<file path="config.mk">
export PLATFORM = sky130hd
export DESIGN_NAME = buffer_sched
export DESIGN_NICKNAME = d
export VERILOG_FILES = /design/src/rtl/buffer_sched_pkg.sv /design/src/rtl/buffer_sched_rr_arbiter.sv /design/src/rtl/buffer_sched.sv
export SDC_FILE = /design/constraint.sdc
export NUM_CORES = 1
export LEC_CHECK = 0
export CORE_MARGIN = 8
export CORE_UTILIZATION = 25
export DETAILED_ROUTE_END_ITERATION = 8
export DONT_BUFFER_PORTS = 1
export PLACE_DENSITY_LB_ADDON = 0.15
export SYNTH_ARGS = -nofsm -noshare
export SYNTH_HDL_FRONTEND = slang
export SYNTH_HIERARCHICAL = 1
export SYNTH_SLANG_ARGS = --single-unit
</file>
<file path="constraint.sdc">
create_clock -name clk -period 10.4 [get_ports clk]
set_clock_uncertainty 0.05 [all_clocks]
set_input_delay 2.08 -clock clk [delete_from_list [all_inputs] [get_ports clk]]
set_output_delay 2.08 -clock clk [all_outputs]
set_load 0.01 [all_outputs]
</file>
<file path="src/rtl/buffer_sched_pkg.sv">
// Shared definitions for the adding-buffer scheduler.
//   - sched_state_e : controller FSM encoding (RUN = 0, DRAIN = 1)
//   - rr_pick       : one-hot round-robin select, generic up to MaxReq requesters
package buffer_sched_pkg;

  localparam int unsigned MaxReq  = 32;
  localparam int unsigned MaxReqW = 5;

  typedef enum logic {
    StRun   = 1'b0,
    StDrain = 1'b1
  } sched_state_e;

  // Return a one-hot vector selecting the first set bit of req at or after ptr,
  // wrapping at nreq. Only the low nreq bits of req are considered.
  function automatic logic [MaxReq-1:0] rr_pick(input logic [MaxReq-1:0] req,
                                                input int unsigned       ptr,
                                                input int unsigned       nreq);
    logic [MaxReq-1:0] gnt;
    logic              found;
    int unsigned       idx;
    gnt   = '0;
    found = 1'b0;
    for (int unsigned k = 0; k < MaxReq; k++) begin
      if (k < nreq && !found) begin
        idx = ptr + k;
        if (idx >= nreq) idx = idx - nreq;
        if (req[idx[MaxReqW-1:0]]) begin
          gnt[idx[MaxReqW-1:0]] = 1'b1;
          found                 = 1'b1;
        end
      end
    end
    return gnt;
  endfunction

endpackage

</file>
<file path="src/rtl/buffer_sched_rr_arbiter.sv">
// Round-robin arbiter: picks the first asserted request at or after ptr.
// Ports:
//   req   in  NREQ  request vector (already qualified by the caller)
//   ptr   in  PW    priority pointer, 0..NREQ-1
//   grant out NREQ  one-hot grant, all zero when no request
module rr_arbiter
  import buffer_sched_pkg::*;
#(
  parameter int unsigned NREQ = 4,
  parameter int unsigned PW   = 2
) (
  input  logic [NREQ-1:0] req,
  input  logic [PW-1:0]   ptr,
  output logic [NREQ-1:0] grant
);

  logic [MaxReq-1:0] req_ext;
  logic [MaxReq-1:0] gnt_ext;
  logic              unused_gnt_hi;

  always_comb begin
    req_ext             = '0;
    req_ext[NREQ-1:0]   = req;
    gnt_ext             = rr_pick(req_ext, 32'(ptr), NREQ);
  end

  assign grant = gnt_ext[NREQ-1:0];

  // Upper bits are always zero for a legal NREQ; folded here only to keep them referenced.
  assign unused_gnt_hi = ^gnt_ext;

endmodule

</file>
<file path="src/rtl/buffer_sched.sv">
// Scheduler for the adding buffer (adder + FIFO).
// Shares the buffer write port among NREQ requesters by round-robin and drains the
// read port into a registered valid/ready stream through a 2-entry skid queue.
// FIFO occupancy is tracked locally so the FIFO flags are never needed.
// Ports:
//   clk, rst              clock (rising edge), asynchronous active-low reset
//   req_valid/a/b         requester operand pairs (slice i = requester i)
//   req_ready             one-hot accept, combinational
//   buf_in0/1, buf_in_en  registered write to the buffer
//   buf_out_en, buf_out   registered read request, data returns one cycle later
//   m_valid/m_data/m_ready output stream of sums
//   flush, flush_done     level-sensitive drain request, completion pulse
//   level                 committed FIFO occupancy
module buffer_sched
  import buffer_sched_pkg::*;
#(
  parameter  int unsigned N     = 32,
  parameter  int unsigned NREQ  = 4,
  parameter  int unsigned DEPTH = 16,
  localparam int unsigned LW    = $clog2(DEPTH + 1)
) (
  input  logic              clk,
  input  logic              rst,
  input  logic [NREQ-1:0]   req_valid,
  input  logic [NREQ*N-1:0] req_a,
  input  logic [NREQ*N-1:0] req_b,
  output logic [NREQ-1:0]   req_ready,
  output logic [N-1:0]      buf_in0,
  output logic [N-1:0]      buf_in1,
  output logic              buf_in_en,
  output logic              buf_out_en,
  input  logic [N-1:0]      buf_out,
  output logic              m_valid,
  output logic [N-1:0]      m_data,
  input  logic              m_ready,
  input  logic              flush,
  output logic              flush_done,
  output logic [LW-1:0]     level
);

  localparam int unsigned  PW     = (NREQ > 1) ? $clog2(NREQ) : 1;
  localparam logic [LW:0]  DepthL = (LW + 1)'(DEPTH);

  // ---------------------------------------------------------------------------
  // State
  // ---------------------------------------------------------------------------
  sched_state_e  state_q, state_d;
  logic [PW-1:0] ptr_q, ptr_d;
  logic [N-1:0]  in0_q, in1_q;
  logic          in_en_q;
  logic          out_en_q, out_en_d;
  logic          rd_pend_q;
  logic [LW-1:0] level_q, level_d;
  logic [1:0]    skid_cnt_q, skid_cnt_d;
  logic [N-1:0]  skid0_q, skid0_d;
  logic [N-1:0]  skid1_q, skid1_d;

  // ---------------------------------------------------------------------------
  // Write arbitration
  // ---------------------------------------------------------------------------
  logic [LW:0]     lvl_wr;
  logic            wr_allow;
  logic [NREQ-1:0] arb_req;
  logic [NREQ-1:0] grant;
  logic            gnt_any;
  logic [PW-1:0]   win_idx;
  logic [N-1:0]    win_a, win_b;

  // A write already in flight is counted, reads are not: admission stays conservative.
  assign lvl_wr = {1'b0, level_q} + {{LW{1'b0}}, in_en_q};
  // rst gates grants so req_ready reads zero while reset is held.
  assign wr_allow = rst && (state_q == StRun) && (lvl_wr < DepthL);
  assign arb_req  = req_valid & {NREQ{wr_allow}};

  rr_arbiter #(
    .NREQ (NREQ),
    .PW   (PW)
  ) u_rr_arbiter (
    .req   (arb_req),
    .ptr   (ptr_q),
    .grant (grant)
  );

  assign req_ready = grant;
  assign gnt_any   = |grant;

  always_comb begin
    win_idx = '0;
    win_a   = '0;
    win_b   = '0;
    for (int i = 0; i < NREQ; i++) begin
      if (grant[i]) begin
        win_idx = PW'(i);
        win_a   = req_a[i*N +: N];
        win_b   = req_b[i*N +: N];
      end
    end
  end

  always_comb begin
    ptr_d = ptr_q;
    if (gnt_any) begin
      ptr_d = (win_idx == PW'(NREQ - 1)) ? '0 : win_idx + PW'(1);
    end
  end

  // ---------------------------------------------------------------------------
  // Level counter
  // ---------------------------------------------------------------------------
  always_comb begin
    level_d = level_q;
    case ({in_en_q, out_en_q})
      2'b10:   level_d = level_q + LW'(1);
      2'b01:   level_d = level_q - LW'(1);
      default: level_d = level_q;
    endcase
  end

  // ---------------------------------------------------------------------------
  // Read side: request issue and skid queue
  // ---------------------------------------------------------------------------
  logic       pop;
  logic       lvl_ok;
  logic       room_ok;
  logic [2:0] rd_occ;

  assign pop = (skid_cnt_q != 2'd0) && m_ready;

  // A read in its issue cycle has already claimed one FIFO entry.
  assign lvl_ok = level_q > {{(LW-1){1'b0}}, out_en_q};

  // Words in the skid plus words still travelling from the FIFO must fit in two slots
  // after this cycle's pop; comparing against 2 + pop avoids a negative term.
  assign rd_occ  = {1'b0, skid_cnt_q} + {2'b00, rd_pend_q} + {2'b00, out_en_q};
  assign room_ok = rd_occ < (3'd2 + {2'b00, pop});

  assign out_en_d = lvl_ok && room_ok;

  // Head stays put unless popped, so m_data is stable under back-pressure.
  always_comb begin
    skid0_d    = skid0_q;
    skid1_d    = skid1_q;
    skid_cnt_d = skid_cnt_q;
    if (pop) begin
      skid0_d    = skid1_q;
      skid_cnt_d = skid_cnt_q - 2'd1;
    end
    if (rd_pend_q) begin
      if (skid_cnt_d == 2'd0) begin
        skid0_d = buf_out;
      end else begin
        skid1_d = buf_out;
      end
      skid_cnt_d = skid_cnt_d + 2'd1;
    end
  end

  // ---------------------------------------------------------------------------
  // Flush FSM
  // ---------------------------------------------------------------------------
  logic drain_empty;

  assign drain_empty = (level_q == '0) && !rd_pend_q && (skid_cnt_q == 2'd0);

  always_comb begin
    state_d    = state_q;
    flush_done = 1'b0;
    case (state_q)
      StRun: begin
        if (flush) state_d = StDrain;
      end
      StDrain: begin
        if (drain_empty) begin
          state_d    = StRun;
          flush_done = 1'b1;
        end
      end
      default: state_d = StRun;
    endcase
  end

  // ---------------------------------------------------------------------------
  // Registers
  // ---------------------------------------------------------------------------
  always_ff @(posedge clk or negedge rst) begin
    if (!rst) begin
      state_q    <= StRun;
      ptr_q      <= '0;
      in0_q      <= '0;
      in1_q      <= '0;
      in_en_q    <= 1'b0;
      out_en_q   <= 1'b0;
      rd_pend_q  <= 1'b0;
      level_q    <= '0;
      skid_cnt_q <= 2'd0;
      skid0_q    <= '0;
      skid1_q    <= '0;
    end else begin
      state_q    <= state_d;
      ptr_q      <= ptr_d;
      in_en_q    <= gnt_any;
      if (gnt_any) begin
        in0_q <= win_a;
        in1_q <= win_b;
      end
      out_en_q   <= out_en_d;
      rd_pend_q  <= out_en_q;
      level_q    <= level_d;
      skid_cnt_q <= skid_cnt_d;
      skid0_q    <= skid0_d;
      skid1_q    <= skid1_d;
    end
  end

  assign buf_in0    = in0_q;
  assign buf_in1    = in1_q;
  assign buf_in_en  = in_en_q;
  assign buf_out_en = out_en_q;
  assign m_valid    = (skid_cnt_q != 2'd0);
  assign m_data     = skid0_q;
  assign level      = level_q;

endmodule

</file>
# [Yosys cells after proc, flatten, opt, wreduce, memory -nomap -nowiden]
# Index checks and enable logic that the tools add are counted.
[totals] register_bits=141 in_bits=296 out_inout_bits=109
[classes] add_sub_neg=16 order_cmp=15 n_eq_ne=3 mux=58 bitwise=6 n_reduce_logical=18
[ops] operator="32-bit 2-to-1 mux" n=11
[ops] operator="32-bit by 3-bit greater-or-equal comparator with 1-bit output, second input constant" n=3
[ops] operator="5-bit 2-to-1 mux" n=7
[ops] operator="4-bit 2-to-1 mux" n=7
[ops] operator="5-bit by 6-bit < comparator with 1-bit output, second input constant" n=4
[ops] operator="1-bit binary-select mux with 5-bit select" n=4
[ops] operator="1-bit demux with 5-bit select" n=4
[ops] operator="5-bit by 1-bit greater-or-equal comparator with 1-bit output, second input constant" n=4
[ops] operator="1-bit 2-to-1 mux" n=18
[ops] operator="5-bit by 3-bit subtractor with 5-bit output, second input constant" n=3
[ops] operator="4-bit bitwise OR" n=3
[ops] operator="1-bit logical AND" n=10
[ops] operator="2-bit 2-to-1 mux" n=5
[ops] operator="5-bit one-hot mux with 2 select lines" n=1
[ops] operator="2-bit by 2-bit adder with 3-bit output, second input constant" n=2
[ops] operator="5-bit by 1-bit adder with 6-bit output" n=1
[ops] operator="6-bit by 5-bit < comparator with 1-bit output, second input constant" n=1
[ops] operator="5-bit by 1-bit adder with 5-bit output, second input constant" n=1
[ops] operator="5-bit by 1-bit > comparator with 1-bit output" n=1
[ops] operator="5-bit logical NOT" n=1
[ops] operator="5-bit by 1-bit subtractor with 5-bit output, second input constant" n=1
[ops] operator="2-bit by 1-bit adder with 2-bit output, second input constant" n=2
[ops] operator="4-bit AND" n=1
[ops] operator="2-bit == test, second input constant" n=2
[ops] operator="16 further kinds" n=19

# [Logic depth before layout (Yosys ltp)]
# Gate-level depths: netlist of run 1.
[logic_depth] word_depth=30 mapped_depth=17

# [Modules after synthesis]
# The synthesis of run 1 kept the hierarchy.
[modules_own_cells] mod="buffer_sched" n_inst=1 cells_per_inst=670 area_each_um2=7681.1 seq_area_each_um2=3528.4
[modules_own_cells] mod="rr_arbiter" n_inst=1 cells_per_inst=51 area_each_um2=402.9 seq_area_each_um2=0.0

# [Worst setup path after synthesis of run 1]
# Ideal clock, no wire load.
[synth_timing] path_kind="input to output" from="input port rst" to="output port req_ready[2]" arrival_time_ps=3634 slack_ps=4636 cell_stages=7 n_path_buf=0 cell_sequence="nor4b_1 > and2_1 > mux2_4 > a22oi_1 > a311oi_1 > a21boi_2 > a221o_1"
[synth_between] elab_chain_cells=15 word_cells_on_any_way=26 classes_between="mux (20); bitwise (4); reduce/logical (2)"
[synth_rtl] element="start, declared" line_no="buffer_sched.sv:23" rtl="input logic rst,"
[synth_rtl] element="1-bit logical AND * (2 in series)" line_no="buffer_sched.sv:72" rtl="assign wr_allow = rst && (state_q == StRun) && (lvl_wr < DepthL);"
[synth_rtl] element="4-bit AND *" line_no="buffer_sched.sv:73" rtl="assign arb_req = req_valid & {NREQ{wr_allow}};"
[synth_rtl] element="net arb_req[2]" line_no="buffer_sched.sv:63" rtl="logic [NREQ-1:0] arb_req;"
[synth_rtl] element="1-bit binary-select mux with 5-bit select" line_no="buffer_sched_pkg.sv:28" rtl="if (req[idx[MaxReqW-1:0]]) begin"
[synth_rtl] element="1-bit 2-to-1 mux (not written as such)" line_no="buffer_sched_pkg.sv:28"
[synth_rtl] element="4-bit 2-to-1 mux" line_no="buffer_sched_pkg.sv:28"
[synth_rtl] element="4-bit bitwise OR (no source line)"
[synth_rtl] element="4-bit 2-to-1 mux" line_no="buffer_sched_pkg.sv:28"
[synth_rtl] element="4-bit 2-to-1 mux" line_no="buffer_sched_pkg.sv:25" rtl="if (k < nreq && !found) begin"
[synth_rtl] element="4-bit bitwise OR (no source line)"
[synth_rtl] element="4-bit 2-to-1 mux" line_no="buffer_sched_pkg.sv:28"
[synth_rtl] element="4-bit 2-to-1 mux" line_no="buffer_sched_pkg.sv:25"
[synth_rtl] element="4-bit bitwise OR (no source line)"
[synth_rtl] element="4-bit 2-to-1 mux" line_no="buffer_sched_pkg.sv:28"
[synth_rtl] element="4-bit 2-to-1 mux *" line_no="buffer_sched_pkg.sv:25"
[synth_rtl] element="end, declared" line_no="buffer_sched.sv:27" rtl="output logic [NREQ-1:0] req_ready,"
# The timed path passes the listed nets; every way through them passes the cells marked *. The select of a mux whose other input is x is not followed.

# [Worst setup path in the final report of run 1]
[layout_timing] from="input port rst" to="output port req_ready[1]"
# Same word-level chain as after synthesis.

==> impl_results.md, run 1 <==
- Status: complete, no violations
- Worst Setup SP: rst
- DR vias: 5875
- Largest family of logic cells by synthesized area: compound AO/OA/AOI/OAI gates
- Sink Count: 141
- Top-area cell type share of the netlist area: 43.6%
- Max VDD drop: 0.000122 V
- Critical-path cell list: nor4b_1 -> and2_1 -> mux2_4 -> a22oi_1 -> a311oi_1 -> a21boi_2 -> a221o_4 -> buf_4
- Cells after DPL: 1066
- Core area: 32200 um2
- Hold_sp: skid1_q[4]
- Num rows: 66
- Overall power: 3230 uW
- Setup CP Type: primary input to output port
- Vias in the first global route: 6312
- Cell Area, Synth: 8080 um2
- Top post-synthesis cells by area: dfrtp_1, a221oi_2, a221o_1
- Final Hold Fails: 0
- Pin count of the biggest net entering global routing: 143
- Total CTS buffers: 17
- RR Startpoint: level[2]
- Syn_area_per_cell: 11.2 um2
- Die Y: 196 um
- Initial antenna violation count: 5
- Final ANT Viol Nets: 0
- Power per standard cell area: 363 nW/um2
- HPWL after detailed placement: 21.6 mm
- Final setup vio count: 0
- Worst Max-Slew Pin Slew: 1.21 ns
- Worst path arrival time: 5.15 ns
- Maxcap violations: 0
- Fmax achieved: 0.137 GHz
- Setup_tns: 0 ns
- TritonRoute pass-1 iters: 4
- Relative slew slack: 19.4%
- Non-Filler Instances: 1100
- Final min period: 7.28 ns
- Largest stage delay, worst path: 0.75 ns
- Total track usage: 14.6%
- Post-synth cell types: 47
- Largest delay share family, worst path: compound AO/OA/AOI/OAI gates
- Fin. max-slew vios: 0
- Leak pwr: 0.00358 uW
- Synth Register Bits: 141
- H-tree levels: 4
- Period utilization: 70.0%
- Warnings, synthesis: 6
- Ports: 405
- First-pass GRT wire length: 42.2 mm
- Gate Count Post-Synth: 721
- XOR/XNOR share of the synthesized area: 0.758%
- Setup crit start kind: primary input
- Share of layout cells above drive strength 1: 20.4%
- Buf/Inv on CP: 1
- CTS resizes: 0
- DP Worst Slack: 3.15 ns
- Clock Latency Late Sink: 0.43 ns
- # nets final: 988
- Critical path fanouts, max: 142
- CP max stage cell: buf_4
- RSZ-0062 raised after global routing: false
- Number of DRC markers in iteration 0: 384
- Buffers added on ports: 0
- # hold bufs at CTS: 0
- Ys flop type: dfrtp_1
- Synthesis-to-layout area growth: 10.1%
- Clock Pin Slew Worst Setup and Hold Paths: 0.06 ns
- Initial core utilization: 25.1%
- Vias per Instance: 5.34
- Count of flip-flops with a built-in enable after synthesis: 0
- Maximum buffer depth of the clock tree: 2
- Simple-gate area share of the yosys netlist: 13.9%
- Finished Core Util: 27.6%
- CTS tree: yes
- Routed length per instance: 26.1 um
- Sequential fraction of the synthesis area: 43.6%
- Root buffer cell: clkbuf_16
- Worst EP required: 8.27 ns
- Worst setup margin: 3.12 ns
- Post-CTS setup buffers: 0
- Detailed-route DRC error count: 0
- Die X: 196 um
- GR Overflow Total: 0
- Synth Area in Adders: 2.41%
- Mux contribution to synthesized area: 9.53%
- Die area: 38300 um2
- Worst setup EP type: output port
- Async SR Flop Fraction: 100%
- Largest area contributor in the netlist: dfrtp_1
- Post-Route WL: 28.7 mm
- Hold WC Path Type: flop to flop
- Syn nets: 1032
- Synth Area in Compound Gates: 24.2%
- Final Wtd Congestion: 0.754
worst reg2reg max path, stage by stage, from the launching register on:
cell and delay (ns):
dfrtp_1 0.53, nand4_1 0.17, nor2_1 0.06, nor4b_1 0.43, and2_1 0.34, mux2_4 0.20
a22oi_1 0.08, a311oi_1 0.39, a21boi_2 0.33, a221o_4 0.41, buf_4 0.75, nor2b_4 0.17
buf_4 0.43, a221oi_2 0.48, nor3_1 0.08, a221o_1 0.30
cells by family after synthesis:
logic type | after synthesis
buffers and inverters | 82
xor gates and xnor gates | 7
and+or+nand+nor | 214
adders and majority gates | 15
muxes | 71
DFF | 141
AOI/OAI and AO/OA | 191
flip-flops by register name, summed over array words and instances, names as in the netlist:
signal / count
buf_in0: 32
buf_in1: 32
m_data: 32
skid1_q: 32
level: 5
ptr_q: 2
skid_cnt_q: 2
buf_in_en: 1
buf_out_en: 1
rd_pend_q: 1
state_q: 1
final cells by class:
type / count / area, um2
Antenna cell: 2 / 5.00
Clock buffer: 17 / 425
Clock inverter: 15 / 164
Fill cell: 3344 / 23300
Inverter: 12 / 45.0
Multi-Input combinational cell: 498 / 4170
Sequential cell: 141 / 3530
Tap cell: 408 / 510
Timing Repair Buffer: 7 / 52.6
cells in the mapped netlist, types with 14 or more instances:
library cell	n
nor2b_1	66
dfrtp_1	141
nor2_1	17
o21ai_0	39
clkbuf_1	27
buf_2	28
nand2_1	42
mux2i_1	35
mux2_2	31
a221oi_2	60
nor3_1	66
ha_1	14
a221o_1	67
path summary, 6_finish.rpt:
path	end	slack [ns]	depth (start not counted)
max in group asynchronous	buf_in1[24]	8.83	0
setup / recovery	req_ready[1]	3.12	8
setup reg to reg	buf_in1[16]	5.10	15
min in group asynchronous	level[2]	1.29	0
hold / removal	skid1_q[4]	0.46	1
hold reg to reg	skid1_q[4]	0.46	1
metal layers:
layer	part of all wire, %	GRT usage [%]	vias up	wire [um]
met5	0	0	-	0
met4	1.6	4.77	0	465
met2	49	24.6	281	14100
met1	38	16.0	2892	11000
li1	-	-	2675	-
met3	11	6.92	27	3100
cell usage in the layout (no fill, tap or decap), types with 31 or more instances in the layout:
cell	n
a221o_1	64
a221oi_2	60
dfrtp_1	141
mux2_2	31
mux2i_1	35
nand2_1	42
nor2b_1	64
nor3_1	66
o21ai_0	39
stage by stage:
stage                     hold WS (ns)  cell area, um2
after floorplan                  0.407            8080
after global placement           0.418            8310
after detailed placement         0.445            8310
after CTS                        0.459            8890
after global routing             0.471            8890
final                            0.455            8900
where the power goes:
group	switching (uW)	leakage, uW	total [uW]	internal [uW]
Clock	257	0.000283	614	357
Sequential	368	0.00169	1220	853
Combinational	717	0.00161	1400	679
Power figures use the tool's default switching activity.
==> run 2: changes to the inputs <==
Settings changed: ABC_AREA set to 1.
Clock period 10.4 ns to 6.72 ns, I/O delays scaled along.
==> impl_results.md, run 2 <==
- Num rows: 64 (was 66)
- Largest area contributor in the netlist: dfrtp_1 (unchanged)
- Post-synth cell types: 31 (was 47)
- HPWL after detailed placement: 22.4 mm (was 21.6 mm)
- First-pass GRT wire length: 45.2 mm (was 42.2 mm)
- Warnings, synthesis: 6 (unchanged)
- Pin count of the biggest net entering global routing: 143 (unchanged)
- Final Hold Fails: 0 (unchanged)
- RSZ-0062 raised after global routing: false (unchanged)
- Routed length per instance: 21.0 um (was 26.1 um)
- Final ANT Viol Nets: 0 (unchanged)
- Cell Area, Synth: 7790 um2 (was 8080 um2)
- Vias per Instance: 4.80 (was 5.34)
- Max VDD drop: 0.000316 V (was 0.000122 V)
- Total CTS buffers: 17 (unchanged)
- Ys flop type: dfrtp_1 (unchanged)
- Worst path arrival time: 3.10 ns (was 5.15 ns)
- XOR/XNOR share of the synthesized area: 0.450% (was 0.758%)
- # hold bufs at CTS: 0 (unchanged)
- Most frequent cells after synthesis: nand2_1, nand3_1, dfrtp_1 (was dfrtp_1, a221o_1, nor2b_1, nor3_1, a221oi_2)
- Worst setup EP type: output port (unchanged)
- Count leader, synth: nand2_1 (was dfrtp_1)
- H-tree levels: 4 (unchanged)
- Final min period: 4.50 ns
- TritonRoute pass-1 iters: 6 (was 4)
- Worst EP required: 5.33 ns (was 8.27 ns)
- DR vias: 7000 (was 5875)
- Fin. max-slew vios: 0 (unchanged)
- Setup CP Type: primary input to output port (unchanged)
- Initial antenna violation count: 5 (unchanged)
- Post-CTS setup buffers: 0 (unchanged)
- Hold WC Path Type: flop to flop (unchanged)
- Die Y: 192 um (was 196 um)
- Final Wtd Congestion: 0.824 (was 0.754)
- Number of DRC markers in iteration 0: 438 (was 384)
- Final setup vio count: 0 (unchanged)
- Share of layout cells above drive strength 1: 6.43% (was 20.4%)
- Clock Latency Late Sink: 0.42 ns (was 0.43 ns)
- Largest family of logic cells by synthesized area: simple AND/OR/NAND/NOR gates (was compound AO/OA/AOI/OAI gates)
- Sink Count: 141 (unchanged)
- Detailed-route DRC error count: 0 (unchanged)
- Total track usage: 15.9% (was 14.6%)
- Leading cell type in the layout, fill and taps excluded: nand2_1 (was dfrtp_1)
- Synth Area in Compound Gates: 6.33% (was 24.2%)
- Synth Register Bits: 141 (unchanged)
- Initial core utilization: 25.4% (was 25.1%)
- Synth Area in Adders: 2.51% (was 2.41%)
- Relative slew slack: 25.1% (was 19.4%)
- Leak pwr: 0.00411 uW (was 0.00358 uW)
- Status: complete, no violations (unchanged)
- Async SR Flop Fraction: 100% (unchanged)
- Count of flip-flops with a built-in enable after synthesis: 0 (unchanged)
- Sequential fraction of the synthesis area: 45.3% (was 43.6%)
- Gate Count Post-Synth: 1078 (was 721)
- CTS tree: yes (unchanged)
- Die area: 37000 um2 (was 38300 um2)
- Vias in the first global route: 7349 (was 6312)
- # fillers: 3414 (was 3344)
- Ports: 405 (unchanged)
- Critical path fanouts, max: 142 (unchanged)
- Most frequent cells in the layout: nand2_1, nand3_1, dfrtp_1 (was dfrtp_1, nor3_1, nor2b_1, a221o_1, a221oi_2)
- Syn nets: 1389 (was 1032)
- Clock Pin Slew Worst Setup and Hold Paths: 0.07 ns (was 0.06 ns)
- Top post-synthesis cells by area: dfrtp_1, nand2_1, nand3_1 (was dfrtp_1, a221oi_2, a221o_1)
- Syn_area_per_cell: 7.22 um2 (was 11.2 um2)
- CTS resizes: 0 (unchanged)
- # nets final: 1356 (was 988)
- Maximum buffer depth of the clock tree: 2 (unchanged)
- Synthesis-to-layout area growth: 11.0% (was 10.1%)
- Period utilization: 66.9%
- Simple-gate area share of the yosys netlist: 37.2% (was 13.9%)
- Setup crit start kind: primary input (unchanged)
- Finished Core Util: 28.2% (was 27.6%)
- GR Overflow Total: 0 (unchanged)
- Core area: 30700 um2 (was 32200 um2)
- Power per standard cell area: 693 nW/um2 (was 363 nW/um2)
- Post-Route WL: 30.6 mm (was 28.7 mm)
- Mux contribution to synthesized area: 1.35% (was 9.53%)
- Setup_tns: 0 ns (unchanged)
- Root buffer cell: clkbuf_16 (unchanged)
- Top-area cell type share of the netlist area: 45.3% (was 43.6%)
- Fmax achieved: 0.222 GHz
- Worst Max-Slew Pin Slew: 1.12 ns (was 1.21 ns)
- Die X: 192 um (was 196 um)
- Buffers added on ports: 0 (unchanged)
- Maxcap violations: 0 (unchanged)
-- run 2: changes by cell type after synthesis, moves of 40 or more --
cell / delta
nor3_1: -63
nor2b_1: -66
a221oi_2: -60
a221o_1: -67
inv_1: +40
nor2_1: +44
nand3_1: +147
nand2_1: +432
-- run 2: where the power goes --
part           switching, uW  internal [uW]  leakage (uW)
registers                546           1350       0.00171
logic                   2120           1030       0.00213
clock network            450            494      0.000269
total                   3120           2870       0.00411
-- run 2: worst paths after layout --
path	start	end	slack, ns	cells after the start
min reg2reg	skid1_q[11]	skid1_q[11]	0.44	2
min	skid1_q[11]	skid1_q[11]	0.44	2
min in group asynchronous	rst	level[2]	0.56	0
max reg2reg	level[0]	buf_in0[16]	2.81	20
max	rst	req_ready[2]	2.22	9
max in group asynchronous	rst	buf_in1[24]	5.82	0
-- run 2: through the flow --
step	hold WS (ns)	power, uW	std cells	setup WS [ns]	cell area (um2)
floorplan	0.404	4300	1078	3.00	7790
global route	0.462	6650	1458	2.00	8640
finish	0.438	5990	1459	2.22	8640
detailed placement	0.423	5160	1422	2.14	8060
CTS	0.442	6130	1454	2.20	8630
global placement	0.417	5090	1422	2.23	8060
-- run 2: cells by family after synthesis --
kind of cell               Yosys count
and+or+nand+nor                    703
DFF                                141
buffers and inverters              118
AOI/OAI and AO/OA                   90
adders and majority gates           15
muxes                                7
xor gates and xnor gates             4
-- run 2: routing by layer --
layer,GRT usage [%],vias up,routed length [um]
met5,0,-,11
met4,4.20,2,332
met3,7.50,15,3410
met2,25.7,269,14700
met1,18.8,3324,12100
li1,-,3390,-
-- run 2: area by class of cell --
type	instances	area [um2]	share of cell area [%]
clock inverters	15	146	1.69
clock buffers	17	425	4.92
flip-flops and latches	141	3530	40.8
multi-input cells	819	3760	43.5
diodes	5	12.5	0.145
inverters	58	218	2.52
well taps	396	495	5.73
repair buffers	8	60.1	0.695
-- run 2: critical path, stage by stage --
cell and delay (ns):
nand3_1 0.15, nor2_1 0.20, nand2_1 0.12, nand3_1 0.13
nand3_2 0.17, nor2_1 0.15, nor2_1 0.06, nand3_2 0.11
buf_4 0.58
==> run 3: changes to the inputs <==
Clock period 6.72 ns to 3.9 ns, I/O delays scaled along.
==> impl_results.md, run 3 (same netlist as run 2, synthesis figures left out) <==
- Status: finished with violations (was complete, no violations)
- Failing checks: negative hold slack
- Vias in the first global route: 7251 (was 7349)
- Total CTS buffers: 17 (unchanged)
- GR Overflow Total: 0 (unchanged)
- Clock Latency Late Sink: 0.42 ns (about the same)
- Leak pwr: 0.00420 uW (was 0.00411 uW)
- Synthesis-to-layout area growth: 12.8% (was 11.0%)
- DR vias: 7119 (was 7000)
- Max VDD drop: 0.000950 V (was 0.000316 V)
- Setup crit start kind: flop (was primary input)
- Core area: 30700 um2 (unchanged)
- HPWL after detailed placement: 23.0 mm (was 22.4 mm)
- Worst Max-Slew Pin Slew: 0.582 ns (was 1.12 ns)
- RSZ-0062 raised after global routing: false (unchanged)
- TritonRoute pass-1 iters: 5 (was 6)
- Most frequent cells in the layout: nand2_1, nand3_1, dfrtp_1 (unchanged)
- Relative slew slack: 61.2% (was 25.1%)
- Register area: 3530 um2 (unchanged)
- Final ANT Viol Nets: 0 (unchanged)
- GR Util met1: 19.7% (was 18.8%)
- Hold WC Path Type: primary input to asynchronous set/reset pin (was flop to flop)
- Ports: 405 (unchanged)
- CTS tree: yes (unchanged)
- Clock Pin Slew Worst Setup and Hold Paths: 0.07 ns (about the same)
- Critical path fanouts, max: 23 (was 142)
- Power per standard cell area: 1210 nW/um2 (was 693 nW/um2)
- Number of DRC markers in iteration 0: 404 (was 438)
- Die Y: 192 um (unchanged)
- Worst setup EP type: output port (unchanged)
- Fmax achieved: 0.290 GHz
- Root buffer cell: clkbuf_16 (unchanged)
- DP Worst Slack: 0.619 ns (was 2.14 ns)
- Busiest grt layer: met2 (unchanged)
- Initial antenna violation count: 1 (was 5)
- Worst EP required: 3.07 ns (was 5.33 ns)
- Leading cell type in the layout, fill and taps excluded: nand2_1 (unchanged)
- GRT met3 Usage: 6.90% (was 7.50%)
- Maxcap violations: 0 (unchanged)
- First-pass GRT wire length: 46.0 mm (was 45.2 mm)
- Initial core utilization: 25.4% (unchanged)
- Vias per Instance: 4.85 (was 4.80)
- Finished Core Util: 28.6% (was 28.2%)
- Die area: 37000 um2 (unchanged)
- Final hold slack: -0.0000366 ns (was 0.438 ns)
- # nets final: 1369 (was 1356)
- Die X: 192 um (unchanged)
- Worst path arrival time: 2.61 ns (was 3.10 ns)
- Final min period: 3.44 ns
- Share of layout cells above drive strength 1: 7.56% (was 6.43%)
- Setup_tns: 0 ns (unchanged)
- Pin count of the biggest net entering global routing: 143 (unchanged)
- Grt met2 use: 26.2% (was 25.7%)
- Final Hold Fails: 1 (was 0)
- Routed length per instance: 21.0 um (about the same)
- Setup CP Type: flop to output port (was primary input to output port)
- Final setup vio count: 0 (unchanged)
- # fillers: 3403 (was 3414)
- Fin. max-slew vios: 0 (unchanged)
- Buffers added on ports: 0 (unchanged)
- Num rows: 64 (unchanged)
- Final Wtd Congestion: 0.875 (was 0.824)
- Worst setup margin: 0.458 ns (was 2.22 ns)
- Area occupied by multi-input gates: 3760 um2 (unchanged)
- Maximum buffer depth of the clock tree: 2 (unchanged)
- Sink Count: 141 (unchanged)
- Period utilization: 88.3%
- H-tree levels: 4 (unchanged)
- Detailed-route DRC error count: 0 (unchanged)
- Total track usage: 16.2% (was 15.9%)
- Post-Route WL: 30.8 mm (was 30.6 mm)
==> run 3: changes by cell type in the layout (fill, tap and decap cells not counted) <==
cell	previous run	this run
clkinv_8	1	2
clkinvlp_4	4	2
buf_12	0	3
diode_2	5	1
buf_4	8	18
inv_8	5	6
==> run 3: per-layer routing <==
metal,part of all wire (%),wire (um)
met4,1.6,484
met1,41,12500
met2,48,14600
met5,0,0
met3,10,3170
==> run 3: worst max-delay path, stage by stage, from the launching register on <==
cell and delay [ns]:
dfrtp_1 0.50, inv_1 0.13, nor3_1 0.18, nand3_1 0.11, nand3_1 0.17, nor2_1 0.08, nand2_1 0.11, nand3_2 0.10
nand2_2 0.20, nand2_1 0.07, nor2_1 0.09, nor2_1 0.06, nand3_2 0.10, buf_4 0.29
==> run 3: worst paths after layout <==
check	depth (start not counted)	slack (ns)	end	start
max in group asynchronous	0	3.57	buf_in1[27]	rst
min in group clk	2	0.44	buf_in1[29]	req_b[125]
setup / recovery	13	0.46	req_ready[2]	level[0]
hold / removal	0	-0.00004	level[0]	rst
setup reg to reg	18	0.66	buf_in0[19]	level[0]
hold reg to reg	2	0.44	skid1_q[25]	skid1_q[25]
==> run 3: layout make-up <==
class | count | share of cell area [%]
multi-input combinational | 819 | 42.8
sequential | 141 | 40.2
tap | 396 | 5.64
clock buffer | 17 | 4.85
inverter | 58 | 2.48
timing repair buffer | 21 | 2.22
clock inverter | 15 | 1.81
antenna | 1 | 0.0285
==> run 3: stage by stage <==
step,instances,area (um2),hold slack [ns],total power [uW]
detailed placement,1432,8170,0.426,9130
floorplan,1078,7790,0.404,7410
finish,1468,8780,-0.0000366,10600
global route,1468,8780,-0.0342,11800
global placement,1432,8170,0.418,9060
CTS,1464,8750,-0.0315,10900
==> run 3: what timing repair did <==
item / in CTS / in global routing
setup buffers: 0 / 3
resized for setup: 0 / 0
setup endpoints to repair: 0 / 1
endpoints found under the hold margin: 141 / 138
==> run 3: report_power, final <==
| part | internal [uW] | switching [uW] |
|---|---|---|
| Combinational | 1990 | 3700 |
| Clock | 863 | 819 |
| Sequential | 2320 | 932 |
| Total | 5170 | 5450 |
